`src/rtl/alu_pkg.sv`:
```
// Shared ALU op-select codes and mod/div sequencer state encoding.
// Imported by the sequencer and by anything wiring it to the ALU.
package alu_pkg;

  localparam logic [1:0] ALU_AND = 2'b00;
  localparam logic [1:0] ALU_XOR = 2'b01;
  localparam logic [1:0] ALU_ADD = 2'b10;
  localparam logic [1:0] ALU_ROL = 2'b11;

  typedef enum logic [2:0] {
    IDLE    = 3'd0,
    NEG_XOR = 3'd1,
    NEG_INC = 3'd2,
    SUB     = 3'd3,
    DONE    = 3'd4
  } seq_state_t;

endpackage

```
`src/rtl/alu_mod_sequencer.sv`:
```
// Multi-cycle unsigned A mod B / A div B controller driving an external ALU.
// Ports: clk/rst, start/op_a/op_b in, busy/done/result/quotient/err out, alu_* ALU link.
module alu_mod_sequencer
  import alu_pkg::*;
#(
  parameter int WIDTH = 8
) (
  input  logic             clk,
  input  logic             rst,
  input  logic             start,
  input  logic [WIDTH-1:0] op_a,
  input  logic [WIDTH-1:0] op_b,
  output logic             busy,
  output logic             done,
  output logic [WIDTH-1:0] result,
  output logic [WIDTH-1:0] quotient,
  output logic             err,
  output logic [WIDTH-1:0] alu_a,
  output logic [WIDTH-1:0] alu_b,
  output logic [1:0]       alu_sel,
  input  logic [WIDTH-1:0] alu_out,
  input  logic             alu_c0,
  input  logic             alu_z
);

  localparam logic [WIDTH-1:0] W_ONE = {{(WIDTH-1){1'b0}}, 1'b1};

  seq_state_t       state_q;
  seq_state_t       state_d;
  logic [WIDTH-1:0] rem_q;
  logic [WIDTH-1:0] quo_q;
  logic [WIDTH-1:0] b_q;
  logic [WIDTH-1:0] negb_q;
  logic             err_q;

  always_ff @(posedge clk) begin
    if (rst) state_q <= IDLE;
    else     state_q <= state_d;
  end

  always_comb begin
    state_d = state_q;
    unique case (state_q)
      IDLE: begin
        if (start)
          state_d = (op_b == '0) ? DONE : NEG_XOR;
      end
      NEG_XOR: state_d = NEG_INC;
      NEG_INC: state_d = SUB;
      // A carry with a zero sum means the remainder just hit 0 exactly.
      SUB: begin
        if (!alu_c0 || alu_z)
          state_d = DONE;
      end
      DONE:    state_d = IDLE;
      default: state_d = IDLE;
    endcase
  end

  always_comb begin
    alu_a   = '0;
    alu_b   = '0;
    alu_sel = ALU_AND;
    busy    = 1'b0;
    done    = 1'b0;
    unique case (state_q)
      IDLE: ;
      NEG_XOR: begin
        alu_a   = b_q;
        alu_b   = '1;
        alu_sel = ALU_XOR;
        busy    = 1'b1;
      end
      NEG_INC: begin
        alu_a   = negb_q;
        alu_b   = W_ONE;
        alu_sel = ALU_ADD;
        busy    = 1'b1;
      end
      SUB: begin
        alu_a   = rem_q;
        alu_b   = negb_q;
        alu_sel = ALU_ADD;
        busy    = 1'b1;
      end
      DONE: begin
        busy = 1'b1;
        done = 1'b1;
      end
      default: ;
    endcase
  end

  always_ff @(posedge clk) begin
    if (rst) begin
      rem_q  <= '0;
      quo_q  <= '0;
      b_q    <= '0;
      negb_q <= '0;
      err_q  <= 1'b0;
    end else begin
      unique case (state_q)
        IDLE: begin
          if (start) begin
            rem_q <= op_a;
            b_q   <= op_b;
            quo_q <= '0;
            err_q <= (op_b == '0);
          end
        end
        NEG_XOR: negb_q <= alu_out;
        NEG_INC: negb_q <= alu_out;
        // Carry out of rem + (-B) means no borrow: rem >= B.
        SUB: begin
          if (alu_c0) begin
            rem_q <= alu_out;
            quo_q <= quo_q + W_ONE;
          end
        end
        DONE:    ;
        default: ;
      endcase
    end
  end

  assign result   = rem_q;
  assign quotient = quo_q;
  assign err      = err_q;

endmodule

```
`config.mk`:
```
export PLATFORM = sky130hd
export DESIGN_NAME = alu_mod_sequencer
export DESIGN_NICKNAME = d
export VERILOG_FILES = /design/src/rtl/alu_pkg.sv /design/src/rtl/alu_mod_sequencer.sv
export SDC_FILE = /design/constraint.sdc
export NUM_CORES = 1
export LEC_CHECK = 0
export CAP_MARGIN = 10
export CELL_PAD_IN_SITES_DETAIL_PLACEMENT = 1
export CELL_PAD_IN_SITES_GLOBAL_PLACEMENT = 1
export CORE_ASPECT_RATIO = 0.7
export CORE_MARGIN = 2
export CORE_UTILIZATION = 35
export CTS_BUF_LIST = sky130_fd_sc_hd__clkbuf_4
export DETAILED_ROUTE_END_ITERATION = 10
export GPL_TIMING_DRIVEN = 0
export PLACE_DENSITY_LB_ADDON = 0.1
export SLEW_MARGIN = 20
export SYNTH_ARGS = -nofsm -noshare
export SYNTH_HDL_FRONTEND = slang
export SYNTH_SLANG_ARGS = --single-unit
```
`constraint.sdc`:
```
create_clock -name clk -period 4.2 [get_ports clk]
set_clock_uncertainty 0.05 [all_clocks]
set_input_delay 0.63 -clock clk [delete_from_list [all_inputs] [get_ports clk]]
set_output_delay 0.63 -clock clk [all_outputs]
set_load 0.1 [all_outputs]
```
==> summary.md <==
| Metric | Value |
|---|---|
| Tmin final | `3930 ps` |
| Final setup viols | `0` |
| Share of layout cells above drive strength 1 | `7.03%` |
| Crit end category | `primary output` |
| Critical path class | `reg -> out` |
| CP Launch Point | `state_q[1]$_SDFFE_PP0P_` |
| First-pass GRT wire length | `9910 um` |
| DRC viols | `0` |
| Initial antenna violation count | `0` |
| Commonest non-fill, non-tap cell in the layout | `clkdlybuf4s50_1` |
| Worst skew pair latency | `350 ps` |
| Slowest cell on crit path | `clkdlybuf4s50_1` |
| CTS max path bufs | `2` |
| Core Rows | `22` |
| VDD IR-drop max | `0.183 mV` |
| Routed len/inst | `15.9 um` |
| Worst-margin pin slew | `1000 ps` |
| GRT Resource Usage Total | `21.4%` |
| Post-synth EDFFs | `0` |
| R2R Path Start | `state_q[0]$_SDFFE_PP0P_` |
| Worst hold path depth | `2` |
| Via density | `5.09` |
| Cts-stage hold buffer count | `0` |
| Synthesized area | `0.00184 mm2` |
| Unique cell type count in the Yosys netlist | `37` |
| Power per cell area | `430 mW/mm2` |
| GRT overflow | `0` |
| Vias after detailed routing | `1961` |
| CTS clk-pin slew, worst paths | `130 ps` |
| DR pass1 iterations | `4` |
| Synth async-reset ratio | `0%` |
| Filler instances | `661` |
| Final WS setup | `272 ps` |
| Initial core utilization | `35.8%` |
| Clock Tree Root | `clkbuf_4` |
| Post-synthesis register bit count | `36` |
| Worst slew margin relative to its limit | `33.0%` |
| Die Ht | `64.7 um` |
| MaxCap Viol Count | `0` |
| Leakage power total | `0.990 nW` |
| Syn. warnings | `0` |
| Core area | `0.00515 mm2` |
| CP peak stage delay | `1150 ps` |
| Ant diodes | `0` |
| Mean Syn Cell Area | `7.65 um2` |
| Hold WC Path Type | `reg -> reg` |
| RSZ-0062 raised after global routing | `false` |
| Tightest hold margin | `414 ps` |
| CP startpoint kind | `flip-flop` |
| Final Net Count | `342` |
| Post-DRT Antenna Nets | `0` |
| Fin crit share | `93.5%` |
| Crit path depth | `6` |
| Most common cell type on the critical path | `clkbuf_1` |
| Sum Neg Setup Slack | `0 ps` |
| Clock sinks | `36` |
| Highest clock rate | `0.255 GHz` |
| Post-CTS sizing | `0` |
| RD Place Congestion | `0.761` |
| Crit path buf inv count | `4` |
| CTS HTree Levels | `2` |
| Delay-heaviest family, CP | `buffers and inverters` |
| Max-slew violation count | `0` |
| R2R depth | `6` |
| Hold Violations, Final | `0` |
| Worst path required time | `3520 ps` |
| CTS tree | `done` |
| Final WL | `6120 um` |
| CTS buffer count | `5` |
| Largest net degree at the start of global routing | `12` |
| Synthesized instance count | `241` |
| Crit path to | `alu_a[6]` |
| Pre-CTS WS | `661 ps` |
| FF-to-FF End | `result[3]$_SDFFE_PP0P_` |
| Layout area overhead | `42.4%` |
| DRT iter0 DRCs | `85` |
| Cells along the critical path | `buf_2 > clkbuf_1 > clkbuf_1 > a21oi_1 > nor2_1 > clkdlybuf4s50_1` |
| Port Buf Inserts | `64` |
| Main synth FF type | `dfxtp_1` |
| R2R Setup Slk | `2140 ps` |
| Crit-path max FO | `10` |
| Sequential-to-total area share from yosys stat | `39.1%` |
| Vias in the first global route | `1934` |
| DP HPWL | `4690 um` |
| Most frequent cells in the layout | `clkdlybuf4s50_1 (64), dfxtp_1 (36), nand2_1 (35)` |
| Run status | `finished, final reports clean` |
| IO Pins | `66` |
| DIE WIDTH | `90.7 um` |
| Post-CTS Repair Setup Buffers | `0` |
| Critical Path AT | `3250 ps` |
| Mapped Nets | `271` |
| Full die area | `0.00587 mm2` |
worst min path at each step:
stage / end / from / slack, ps
2_1_floorplan: b_q[0]$_SDFFE_PP0P_ / b_q[0]$_SDFFE_PP0P_ / 380
3_3_place_gp: b_q[7]$_SDFFE_PP0P_ / b_q[7]$_SDFFE_PP0P_ / 400
3_5_place_dp: b_q[7]$_SDFFE_PP0P_ / b_q[7]$_SDFFE_PP0P_ / 400
4_1_cts: b_q[7]$_SDFFE_PP0P_ / b_q[7]$_SDFFE_PP0P_ / 420
5_1_grt: b_q[6]$_SDFFE_PP0P_ / b_q[6]$_SDFFE_PP0P_ / 440
6_report: b_q[7]$_SDFFE_PP0P_ / b_q[7]$_SDFFE_PP0P_ / 410
worst min-delay path: cells and delay by family, from the launching register on:
family	cells	cell delay [ps]
DFF	1	330
and+or+nand+nor	1	50
AOI/OAI and AO/OA	1	50
through the flow:
| stage | area (um2) | power (mW) | util (%) | instances |
|---|---|---|---|---|
| after floorplan | 1840 | 0.801 | - | 241 |
| after global placement | 2570 | 0.943 | 50.0 | 377 |
| after detailed placement | 2570 | 0.950 | 50.0 | 377 |
| after CTS | 2630 | 1.13 | 51.0 | 385 |
| after global routing | 2630 | 1.18 | 51.0 | 385 |
| final | 2630 | 1.13 | 51.0 | 385 |
per-layer routing:
layer,track usage [%],share of wire (%)
met1,31.1,52
met2,34.2,43
met3,3.72,4.6
met4,2.88,0.59
met5,0,0
where the power goes:
part	total (mW)	switching [mW]	internal [mW]
Sequential	0.394	0.0215	0.373
Combinational	0.547	0.404	0.143
Clock	0.187	0.125	0.0615
Total	1.13	0.551	0.578
logic make-up after synthesis:
family / after synthesis / share of synthesized area (%)
adders and majority gates: 1 / 0.679
and+or+nand+nor: 96 / 24.6
buffers and inverters: 25 / 5.77
muxes: 14 / 7.94
xor gates and xnor gates: 3 / 1.43
AOI/OAI and AO/OA: 66 / 20.4
DFF: 36 / 39.1
cells in the mapped netlist, types with 5 or more instances:
cell type	n	area share (%)
nor2_1	32	6.5
a22oi_1	5	2.0
mux2_2	5	3.1
mux2i_1	9	4.9
dfxtp_1	36	39
o21ai_0	13	3.5
inv_1	8	1.6
a211oi_1	8	3.3
clkbuf_1	11	2.2
nand2_1	35	7.1
a21oi_1	34	9.2
flip-flops by register name (all words and copies together) (netlist names):
signal / flops
err: 1
result: 8
quotient: 8
state_q: 3
negb_q: 8
b_q: 8
final cells by class:
type,instances,area [um2],share of cell area [%]
well taps,72,90.1,3.43
multi-input cells,180,1020,38.7
clock buffers,5,37.5,1.43
repair buffers,64,641,24.4
clock inverters,3,13.8,0.524
plain buffers,17,76.3,2.91
inverters,8,30.0,1.14
flip-flops and latches,36,721,27.5
(Power assumes the default switching activity.)
